[config.mk]
export PLATFORM = sky130hd
export DESIGN_NAME = window3x3_gen
export DESIGN_NICKNAME = d
export VERILOG_FILES = /design/src/rtl/vae_pkg.sv /design/src/rtl/line_buffer.sv /design/src/rtl/window3x3_gen.sv
export SDC_FILE = /design/constraint.sdc
export NUM_CORES = 1
export LEC_CHECK = 0
export ABC_AREA = 1
export CAP_MARGIN = 20
export CORE_MARGIN = 4
export CORE_UTILIZATION = 33
export DETAILED_ROUTE_END_ITERATION = 10
export GPL_ROUTABILITY_DRIVEN = 0
export MAX_ROUTING_LAYER = met4
export PLACE_DENSITY = 0.5
export SLEW_MARGIN = 15
export SYNTH_ARGS = -nofsm -noshare
export SYNTH_HDL_FRONTEND = slang
export SYNTH_SLANG_ARGS = --single-unit
[constraint.sdc]
create_clock -name clk -period 25.2 [get_ports clk]
set_clock_uncertainty 0.05 [all_clocks]
set_input_delay 3.78 -clock clk [delete_from_list [all_inputs] [get_ports clk]]
set_output_delay 3.78 -clock clk [all_outputs]
set_load 0.01 [all_outputs]
[src/rtl/vae_pkg.sv]
// Shared definitions for the 3x3 window generator:
// default pixel width, default image geometry and the frame FSM states.
package vae_pkg;

    localparam int DW_DEF    = 16;
    localparam int IMG_W_DEF = 28;
    localparam int IMG_H_DEF = 28;

    typedef enum logic [1:0] {
        IDLE = 2'd0,
        RUN  = 2'd1,
        DONE = 2'd2
    } state_t;

endpackage

[src/rtl/line_buffer.sv]
// One image row of delay: a DEPTH-deep shift register.
// It advances only when en_i is high.
module line_buffer #(
    parameter int DW    = 16,
    parameter int DEPTH = 28
) (
    input  logic          clk,
    input  logic          en_i,
    input  logic [DW-1:0] din_i,
    output logic [DW-1:0] dout_o
);

    logic [DW-1:0] mem_q [DEPTH];

    // Contents are never reset; the window logic never exposes stale rows.
    always_ff @(posedge clk) begin
        if (en_i) begin
            mem_q[0] <= din_i;
            for (int i = 1; i < DEPTH; i++) begin
                mem_q[i] <= mem_q[i-1];
            end
        end
    end

    assign dout_o = mem_q[DEPTH-1];

endmodule

[src/rtl/window3x3_gen.sv]
// Streams a raster frame and emits every fully-populated 3x3 window.
// d1..d9 are registered copies of the window, updated only when emitted.
module window3x3_gen
    import vae_pkg::*;
#(
    parameter int DW    = DW_DEF,
    parameter int IMG_W = IMG_W_DEF,
    parameter int IMG_H = IMG_H_DEF
) (
    input  logic          clk,
    input  logic          rst,
    input  logic          start,
    input  logic          in_valid,
    input  logic [DW-1:0] in_data,
    output logic          in_ready,
    output logic [DW-1:0] d1,
    output logic [DW-1:0] d2,
    output logic [DW-1:0] d3,
    output logic [DW-1:0] d4,
    output logic [DW-1:0] d5,
    output logic [DW-1:0] d6,
    output logic [DW-1:0] d7,
    output logic [DW-1:0] d8,
    output logic [DW-1:0] d9,
    output logic          out_valid,
    output logic          frame_done
);

    localparam int CW = $clog2(IMG_W);
    localparam int RW = $clog2(IMG_H);

    state_t        state_q;
    logic [CW-1:0] col_q;
    logic [RW-1:0] row_q;
    logic          in_ready_q;
    logic          out_valid_q;
    logic          done_q;
    logic [DW-1:0] win_q  [9];
    logic [DW-1:0] win_d  [9];
    logic [DW-1:0] dout_q [9];
    logic [DW-1:0] l1_out;
    logic [DW-1:0] l2_out;

    logic accept;
    logic last_col;
    logic last_row;
    logic emit;

    assign accept   = in_valid && in_ready_q;
    assign last_col = (col_q == CW'(IMG_W - 1));
    assign last_row = (row_q == RW'(IMG_H - 1));
    assign emit     = accept && (row_q >= RW'(2)) && (col_q >= CW'(2));

    line_buffer #(.DW(DW), .DEPTH(IMG_W)) u_line1 (
        .clk    (clk),
        .en_i   (accept),
        .din_i  (in_data),
        .dout_o (l1_out)
    );

    line_buffer #(.DW(DW), .DEPTH(IMG_W)) u_line2 (
        .clk    (clk),
        .en_i   (accept),
        .din_i  (l1_out),
        .dout_o (l2_out)
    );

    // Shift the window left one column; new column is {row r-2, r-1, r}.
    always_comb begin
        win_d = win_q;
        for (int r = 0; r < 3; r++) begin
            win_d[3*r]   = win_q[3*r+1];
            win_d[3*r+1] = win_q[3*r+2];
        end
        win_d[2] = l2_out;
        win_d[5] = l1_out;
        win_d[8] = in_data;
    end

    always_ff @(posedge clk or posedge rst) begin
        if (rst) begin
            state_q     <= IDLE;
            col_q       <= '0;
            row_q       <= '0;
            in_ready_q  <= 1'b0;
            out_valid_q <= 1'b0;
            done_q      <= 1'b0;
            for (int i = 0; i < 9; i++) begin
                win_q[i]  <= '0;
                dout_q[i] <= '0;
            end
        end else begin
            out_valid_q <= 1'b0;
            done_q      <= 1'b0;
            unique case (state_q)
                IDLE: begin
                    if (start) begin
                        state_q    <= RUN;
                        in_ready_q <= 1'b1;
                        col_q      <= '0;
                        row_q      <= '0;
                    end
                end
                RUN: begin
                    if (accept) begin
                        win_q <= win_d;
                        if (emit) begin
                            dout_q      <= win_d;
                            out_valid_q <= 1'b1;
                        end
                        if (last_col) begin
                            col_q <= '0;
                            row_q <= row_q + 1'b1;
                        end else begin
                            col_q <= col_q + 1'b1;
                        end
                        if (last_col && last_row) begin
                            state_q    <= DONE;
                            in_ready_q <= 1'b0;
                            done_q     <= 1'b1;
                        end
                    end
                end
                DONE: begin
                    state_q <= IDLE;
                end
                default: begin
                    state_q    <= IDLE;
                    in_ready_q <= 1'b0;
                end
            endcase
        end
    end

    assign in_ready   = in_ready_q;
    assign out_valid  = out_valid_q;
    assign frame_done = done_q;
    assign d1 = dout_q[0];
    assign d2 = dout_q[1];
    assign d3 = dout_q[2];
    assign d4 = dout_q[3];
    assign d5 = dout_q[4];
    assign d6 = dout_q[5];
    assign d7 = dout_q[6];
    assign d8 = dout_q[7];
    assign d9 = dout_q[8];

endmodule

==> results of run 1 <==
-- layout make-up --
cell class / count / area (µm²) / area share, %
repair buffers: 185 / 1860 / 4.22
well taps: 1488 / 1860 / 4.23
clock inverters: 65 / 746 / 1.69
flip-flops and latches: 1151 / 33300 / 75.6
inverters: 112 / 437 / 0.991
multi-input cells: 603 / 2900 / 6.59
clock buffers: 145 / 2960 / 6.73
-- logic make-up after synthesis --
| family | after synthesis | share of synthesized area (%) |
|---|---|---|
| simple gates | 393 | 4.13 |
| compound gates | 205 | 3.54 |
| xor+xnor | 1 | 0.0237 |
| buf+inv | 165 | 2.22 |
| fa+ha+maj | 4 | 0.135 |
| flops | 1151 | 90.0 |
-- metal layers --
metal / vias to the layer above / track usage (%) / part of all wire (%)
li1: 7380 / - / -
met1: 7913 / 13.9 / 47
met2: 367 / 14.3 / 44
met3: 130 / 2.83 / 6.3
met4: 0 / 3.47 / 2.7
met5: - / - / 0
-- Yosys cell counts (all sizes together) (3+ instances only) --
cell type  number
a21oi           5
buf            38
clkbuf         15
dfrtp         255
edfxtp        896
ha              4
inv           111
nand2         366
nand3           8
nand4           3
nor2           14
o21ai         198
-- where the power goes --
| group | total (mW) | internal [mW] | switching [mW] |
|---|---|---|---|
| Sequential | 2.02 | 2.02 | 0 |
| Clock | 1.66 | 0.968 | 0.690 |
| Combinational | 0.0134 | 0.00288 | 0.0105 |
-- worst paths after layout --
kind                       slack [ps]              endpoint           startpoint  cells past startpoint
max                             17050  u_line2.mem_q[18][4]             in_valid                      8
min                               340   u_line2.mem_q[9][2]  u_line2.mem_q[8][2]                      0
max reg2reg                     20260  u_line2.mem_q[18][4]             in_ready                      7
min reg2reg                       340   u_line2.mem_q[9][2]  u_line2.mem_q[8][2]                      0
max in group asynchronous       19910                 d7[9]                  rst                      3
min in group asynchronous        3590            frame_done                  rst                      2
-- worst reg2reg max path, delay by kind of cell (launching register included) --
family | cells | cell delay (ps)
flops | 1 | 370
buf+inv | 6 | 4020
simple gates | 1 | 160
==> impl_metrics.env, run 1 <==
export IMPL_status="finished, final reports clean"
export IMPL_required_ps=25480
export IMPL_grt_pass1_wl_um=91100
export IMPL_drv_slew=0
export IMPL_holdWs_ps=344
export IMPL_start_util_pct=33.3
export IMPL_arrival_ps=8430
export IMPL_mostFrequentLayoutCells="896 x edfxtp_1, 364 x nand2_1, 255 x dfrtp_1"
export IMPL_relSlewSlack_pct=32.4
export IMPL_finalCriticalPeriod_ps=8150
export IMPL_synth_edf_count=896
export IMPL_wire_per_inst_um=15.6
export IMPL_root_buffer="clkbuf_16"
export IMPL_synth_area_leaders="edfxtp_1 73%, dfrtp_1 17%, nand2_1 3.7%"
export IMPL_area_growth_pct=19.1
export IMPL_path_common_cell="buf_4"
export IMPL_synth_top_area_share_pct=72.7
export IMPL_vias=15790
export IMPL_drc_errors=0
export IMPL_yosys_warnings=0
export IMPL_fillers=9976
export IMPL_finalInstanceArea_um2=44100
export IMPL_fin_ws_ps=17050
export IMPL_syn_inst=1919
export IMPL_cts_tree="built"
export IMPL_yosysTopAreaCell="edfxtp_1"
export IMPL_hold_violations=0
export IMPL_end_kind="flip-flop"
export IMPL_syn_nets=1943
export IMPL_grt_util_all_layers_pct=10.1
export IMPL_grt_pass1_vias=15966
export IMPL_nNetsFinal=2187
export IMPL_drt_iter0_markers=1300
export IMPL_path_clk_slew_ps=60
export IMPL_ys_flop_type="edfxtp_1"
export IMPL_numCtsBuffers=110
export IMPL_place_hpwl_um=32300
export IMPL_startpoint_type="input pin"
export IMPL_rsz0062_at_grt="no"
export IMPL_cts_sinks=1151
export IMPL_die_w_um=343
export IMPL_synth_distinct_cells=27
export IMPL_cellPowerDensity_nw_per_um2=83.9
export IMPL_io_buffer_count=166
export IMPL_hold_path_class="reg2reg"
export IMPL_path_cells="clkdlybuf4s50_1 -> nand2_1 -> inv_8 -> buf_4 -> buf_4 -> buf_4 -> buf_4 -> buf_16"
export IMPL_clk_path_buf_depth=3
export IMPL_path_delay_family="buffers and inverters"
export IMPL_grt_max_degree=157
export IMPL_cts_resized=0
export IMPL_overflow=0
export IMPL_syn_area_um2=37000
export IMPL_core_um2=111000
export IMPL_utilization_pct=39.7
export IMPL_post_route_period_util_pct=32.3
export IMPL_cp_max_fo=122
export IMPL_num_antenna_cells=0
export IMPL_maxCapViolations=0
export IMPL_fp_dieH_um=343
export IMPL_clock_fmax_ghz=0.123
export IMPL_synth_seq_area_share_pct=90.0
export IMPL_cts_hold_buffers=0
export IMPL_power_leakage_nw=15.2
export IMPL_synth_area_per_cell_um2=19.3
export IMPL_critPathBufInv=7
export IMPL_setup_viol=0
export IMPL_clock_latency_ps=680
export IMPL_wl_um=58400
export IMPL_fin_tns_setup_ps=0
export IMPL_placed_cells=3537
export IMPL_peakVddDrop_uv=51.5
export IMPL_ys_ff_latch=1151
export IMPL_critPathKind="in2reg"
export IMPL_slowest_delay_ps=890
export IMPL_ios=167
export IMPL_via_per_inst=4.21
export IMPL_die_area_um2=118000
export IMPL_total_power_mw=3.70
export IMPL_ctsHtreeMaxLevel=3
export IMPL_tightestPinTransition_ps=1010
export IMPL_final_antenna_net_count=0
export IMPL_dr_pass1_iters=5
export IMPL_drive_above_1_share_pct=11.9
export IMPL_rows=122
export IMPL_crit_path_top_delay_cell="buf_4"
export IMPL_place_ws_ps=15950
export IMPL_async_reset_ff_share_pct=22.2
export IMPL_post_cts_buffers=0
export IMPL_antenna_found_initial=0
export IMPL_stdcell_count=3749
export IMPL_place_area_um2=40300
export IMPL_layout_cells_most_common="edfxtp_1"
Note: power is estimated with default switching activity, not from simulation.
==> inputs of run 2 (changes only) <==
- PLACE_DENSITY: 0.5 -> 0.51
- clock period: 25.2 -> 7.05 ns (I/O delays scaled with it)
==> run 2 against run 1 <==
  * Setup slack lost 14000 ps
  * Clock power grew to 3.7 times the previous value
  * Wire length grew 0.51%
  * Utilization grew 0.13 points
  * Cell count shrank 0.11%
  * Total power grew to 3.6 times the previous value
==> impl_metrics.env, run 2 (synthesized netlist as in run 1, its figures left out) <==
export IMPL_ctsHtreeMaxLevel=3
export IMPL_cts_hold_buffers=0
export IMPL_hold_path_class="reg2reg"
export IMPL_reg2reg_from="in_ready"
export IMPL_overflow=0
export IMPL_post_cts_buffers=0
export IMPL_cellPowerDensity_nw_per_um2=304
export IMPL_startpoint_type="input pin"
export IMPL_grt_pass1_vias=16070
export IMPL_worstSetupEndpoint="u_line2.mem_q[19][9]"
export IMPL_arrival_ps=4390
export IMPL_post_route_period_util_pct=59.2
export IMPL_dr_pass1_iters=6
export IMPL_place_ws_ps=2170
export IMPL_drive_above_1_share_pct=11.7
export IMPL_cts_sinks=1151
export IMPL_rsz0062_at_grt="no"
export IMPL_wire_per_inst_um=15.7
export IMPL_grt_util_all_layers_pct=10.2
export IMPL_antenna_found_initial=0
export IMPL_cts_tree="built"
export IMPL_end_kind="flip-flop"
export IMPL_die_area_um2=118000
export IMPL_relSlewSlack_pct=27.7
export IMPL_r2r_cells=5
export IMPL_regArea_um2=33300
export IMPL_r2r_slack_ps=3370
export IMPL_setup_viol=0
export IMPL_start_util_pct=33.3
export IMPL_numCtsBuffers=111
export IMPL_fp_dieH_um=343
export IMPL_area_growth_pct=19.4
export IMPL_root_buffer="clkbuf_16"
export IMPL_clock_fmax_ghz=0.240
export IMPL_clock_latency_ps=670
export IMPL_io_buffer_count=166
export IMPL_path_clk_slew_ps=60
export IMPL_via_per_inst=4.23
export IMPL_required_ps=7270
export IMPL_ios=167
export IMPL_multi_input_area_um2=2900
export IMPL_nNetsFinal=2182
export IMPL_fillers=10012
export IMPL_grt_max_degree=212
export IMPL_drc_errors=0
export IMPL_layout_cells_most_common="edfxtp_1"
export IMPL_cts_resized=0
export IMPL_grt_pass1_wl_um=92700
export IMPL_final_antenna_net_count=0
export IMPL_stdcell_count=3745
export IMPL_finalCriticalPeriod_ps=4170
export IMPL_placed_cells=3533
export IMPL_fin_ws_ps=2880
export IMPL_cp_max_fo=211
export IMPL_worstSetupStartpoint="in_valid"
export IMPL_tightestPinTransition_ps=1080
export IMPL_drv_slew=0
export IMPL_rows=122
export IMPL_drt_iter0_markers=1394
export IMPL_status="finished, final reports clean"
export IMPL_wl_um=58700
export IMPL_core_um2=111000
export IMPL_r2r_end="u_line2.mem_q[19][9]"
export IMPL_total_power_mw=13.4
export IMPL_place_hpwl_um=32400
export IMPL_critPathKind="in2reg"
export IMPL_power_leakage_nw=15.2
export IMPL_maxCapViolations=0
export IMPL_mostFrequentLayoutCells="896 x edfxtp_1, 364 x nand2_1, 255 x dfrtp_1"
export IMPL_hold_violations=0
export IMPL_peakVddDrop_uv=258
export IMPL_clk_path_buf_depth=3
export IMPL_die_w_um=343
export IMPL_vias=15839
export IMPL_holdWs_ps=345
-- run 2: cell types whose count changed in the layout (fill, tap and decap cells not counted), moves of 3 or more --
cell / delta
clkinvlp_4: +7
buf_4: -7
buf_12: +4
bufinv_16: +5
clkbuf_1: -3
clkinv_2: -9
-- run 2: per-layer routing --
metal  track usage, %  part of all wire, %  vias to the layer above
met5                -                    0                        -
met2             14.1                   42                      359
li1                 -                    -                     7370
met3             3.25                  7.2                      120
met1             14.3                   48                     7990
met4             3.47                  2.6                        0
-- run 2: where the power goes --
group          leakage, nW  total (mW)  switching, mW  internal (mW)
sequential            11.0        7.23              0           7.23
combinational         2.35      0.0466         0.0359         0.0107
clock                 1.87        6.16           2.49           3.67
-- run 2: how the worst min path moves through the flow --
stage	from	endpoint	slack [ps]	cells past startpoint
6_report	u_line1.mem_q[0][126]	u_line1.mem_q[0][142]	350	0
5_1_grt	u_line2.mem_q[1][3]	u_line2.mem_q[2][3]	350	0
3_5_place_dp	u_line1.mem_q[0][98]	u_line1.mem_q[0][114]	350	0
3_3_place_gp	u_line2.mem_q[20][3]	u_line2.mem_q[21][3]	350	0
4_1_cts	u_line1.mem_q[0][126]	u_line1.mem_q[0][142]	340	0
2_1_floorplan	u_line1.mem_q[0][84]	u_line1.mem_q[0][100]	350	0
-- run 2: final cells by class --
cell class | count | share of cell area [%]
clock inverters | 69 | 2.07
well taps | 1488 | 4.21
repair buffers | 179 | 4.12
clock buffers | 142 | 6.73
multi-input cells | 603 | 6.57
inverters | 112 | 0.980
flip-flops and latches | 1151 | 75.3
diodes | 1 | 0.00566
-- run 2: metrics by stage --
stage / TNS [ps] / cell area (µm²) / utilization [%]
after floorplan: -9378130 / 37100 / -
after global placement: 0 / 40300 / 36.3
after detailed placement: 0 / 40300 / 36.3
after CTS: 0 / 44200 / 39.8
after global routing: 0 / 44200 / 39.8
final: 0 / 44200 / 39.8
-- run 2: worst max-delay path, cell delays in order --
cell             delay [ps]
clkdlybuf4s50_1         460
nand2_1                 110
clkinvlp_4              140
buf_4                   730
buf_4                   770
buf_12                  800
==> inputs of run 3 (changes only) <==
- clock period: 7.05 -> 3.8 ns (I/O delays scaled with it)
==> run 3 against run 2 <==
  * Wire length about the same
  * Sequential share of layout area increased by 0.21 points
  * Global-route usage decreased by 0.060 points
  * Register-to-register slack got worse by 1700 ps
  * Sequential power increased by 85%
  * Setup slack got worse by 1500 ps
  * Utilization decreased by 0.11 points
  * Total power increased by 80%
  * Highest routed layer unchanged
==> impl_metrics.env, run 3 (synthesized netlist as in run 1, its figures left out) <==
export IMPL_core_um2=111000
export IMPL_antenna_found_initial=1
export IMPL_tightestPinTransition_ps=1050
export IMPL_r2r_end="d6[12]"
export IMPL_grt_pass1_wl_um=92100
export IMPL_cts_tree="built"
export IMPL_required_ps=3180
export IMPL_utilization_pct=39.7
export IMPL_worstSetupStartpoint="d4[2]"
export IMPL_setup_viol=0
export IMPL_area_growth_pct=19.1
export IMPL_finalCriticalPeriod_ps=2440
export IMPL_cellPowerDensity_nw_per_um2=549
export IMPL_grt_pass1_vias=15973
export IMPL_numCtsBuffers=111
export IMPL_fp_dieH_um=343
export IMPL_post_cts_buffers=0
export IMPL_final_antenna_net_count=0
export IMPL_rsz0062_at_grt="no"
export IMPL_critPathBufInv=1
export IMPL_fin_ws_ps=1360
export IMPL_mostFrequentLayoutCells="896 x edfxtp_1, 364 x nand2_1, 255 x dfrtp_1"
export IMPL_die_w_um=343
export IMPL_wl_um=58600
export IMPL_cp_max_fo=2
export IMPL_ctsHtreeMaxLevel=3
export IMPL_slowest_delay_ps=810
export IMPL_drv_slew=0
export IMPL_r2r_cells=9
export IMPL_wire_per_inst_um=15.6
export IMPL_root_buffer="clkbuf_16"
export IMPL_relSlewSlack_pct=30.1
export IMPL_critPathKind="reg2out"
export IMPL_grt_util_all_layers_pct=10.2
export IMPL_end_kind="output pin"
export IMPL_place_ws_ps=1040
export IMPL_place_hpwl_um=32900
export IMPL_power_leakage_nw=15.2
export IMPL_peakVddDrop_uv=337
export IMPL_ios=167
export IMPL_die_area_um2=118000
export IMPL_via_per_inst=4.19
export IMPL_path_clk_slew_ps=60
export IMPL_clock_latency_ps=660
export IMPL_cts_hold_buffers=0
export IMPL_holdWs_ps=337
export IMPL_drive_above_1_share_pct=12.0
export IMPL_rows=122
export IMPL_overflow=0
export IMPL_hold_violations=0
export IMPL_nNetsFinal=2191
export IMPL_path_cells="clkdlybuf4s50_1"
export IMPL_post_route_period_util_pct=64.3
export IMPL_cts_resized=0
export IMPL_reg2reg_from="col_q[0]"
export IMPL_crit_path_top_delay_cell="clkdlybuf4s50_1"
export IMPL_arrival_ps=1820
export IMPL_hold_path_class="in2async"
export IMPL_grt_max_degree=145
export IMPL_status="finished, final reports clean"
export IMPL_fin_tns_setup_ps=0
export IMPL_total_power_mw=24.2
export IMPL_drc_errors=0
export IMPL_clk_path_buf_depth=3
export IMPL_maxCapViolations=0
export IMPL_start_util_pct=33.3
export IMPL_drt_iter0_markers=1200
export IMPL_startpoint_type="flip-flop"
export IMPL_vias=15731
export IMPL_cts_sinks=1151
export IMPL_clock_fmax_ghz=0.409
export IMPL_io_buffer_count=166
export IMPL_layout_cells_most_common="edfxtp_1"
export IMPL_dr_pass1_iters=4
export IMPL_num_antenna_cells=0
export IMPL_path_delay_family="buffers and inverters"
export IMPL_r2r_slack_ps=1640
run 3: cell types whose count changed in the layout (fill, tap and decap cells not counted), moves of 2 or more:
cell | before | now
buf_12 | 5 | 11
buf_4 | 8 | 11
bufinv_16 | 18 | 5
clkbuf_16 | 112 | 114
clkbuf_8 | 6 | 17
clkinv_16 | 3 | 1
clkinv_2 | 16 | 22
clkinvlp_4 | 8 | 2
inv_6 | 2 | 4
run 3: routing by layer:
metal / GRT usage [%] / part of all wire (%) / up-vias
met1: 14.1 / 48 / 7904
li1: - / - / 7392
met4: 3.30 / 2.3 / 0
met3: 3.07 / 6.6 / 112
met5: - / 0 / -
met2: 14.4 / 43 / 323
run 3: worst max-delay path by stage:
stage / endpoint / slack [ps] / depth (start not counted)
after floorplan: u_line1.mem_q[0][0] / -10800 / 2
after global placement: d6[10] / 1040 / 10
after detailed placement: d3[9] / 1040 / 10
after CTS: d4[3] / 1290 / 1
after global routing: d4[3] / 1220 / 1
final: d4[2] / 1360 / 1
run 3: cell type report:
type | instances | area (µm²)
fill | 9979 | 66900
sequential | 1151 | 33300
clock buffer | 155 | 3180
multi-input combinational | 603 | 2900
timing repair buffer | 188 | 1960
tap | 1488 | 1860
clock inverter | 55 | 448
inverter | 112 | 433
run 3: power breakdown:
group	switching [mW]	leakage, nW	internal [mW]	total (mW)
Combinational	0.0687	2.42	0.0234	0.0921
Sequential	0	11.0	13.4	13.4
Clock	4.49	1.79	6.18	10.7
Total	4.56	15.2	19.6	24.2
run 3: through the flow:
| step | instances | instance area, µm² |
|---|---|---|
| 2_1_floorplan | 1919 | 37100 |
| 3_3_place_gp | 3542 | 40400 |
| 3_5_place_dp | 3542 | 40400 |
| 4_1_cts | 3752 | 44100 |
| 5_1_grt | 3752 | 44100 |
| 6_report | 3752 | 44100 |
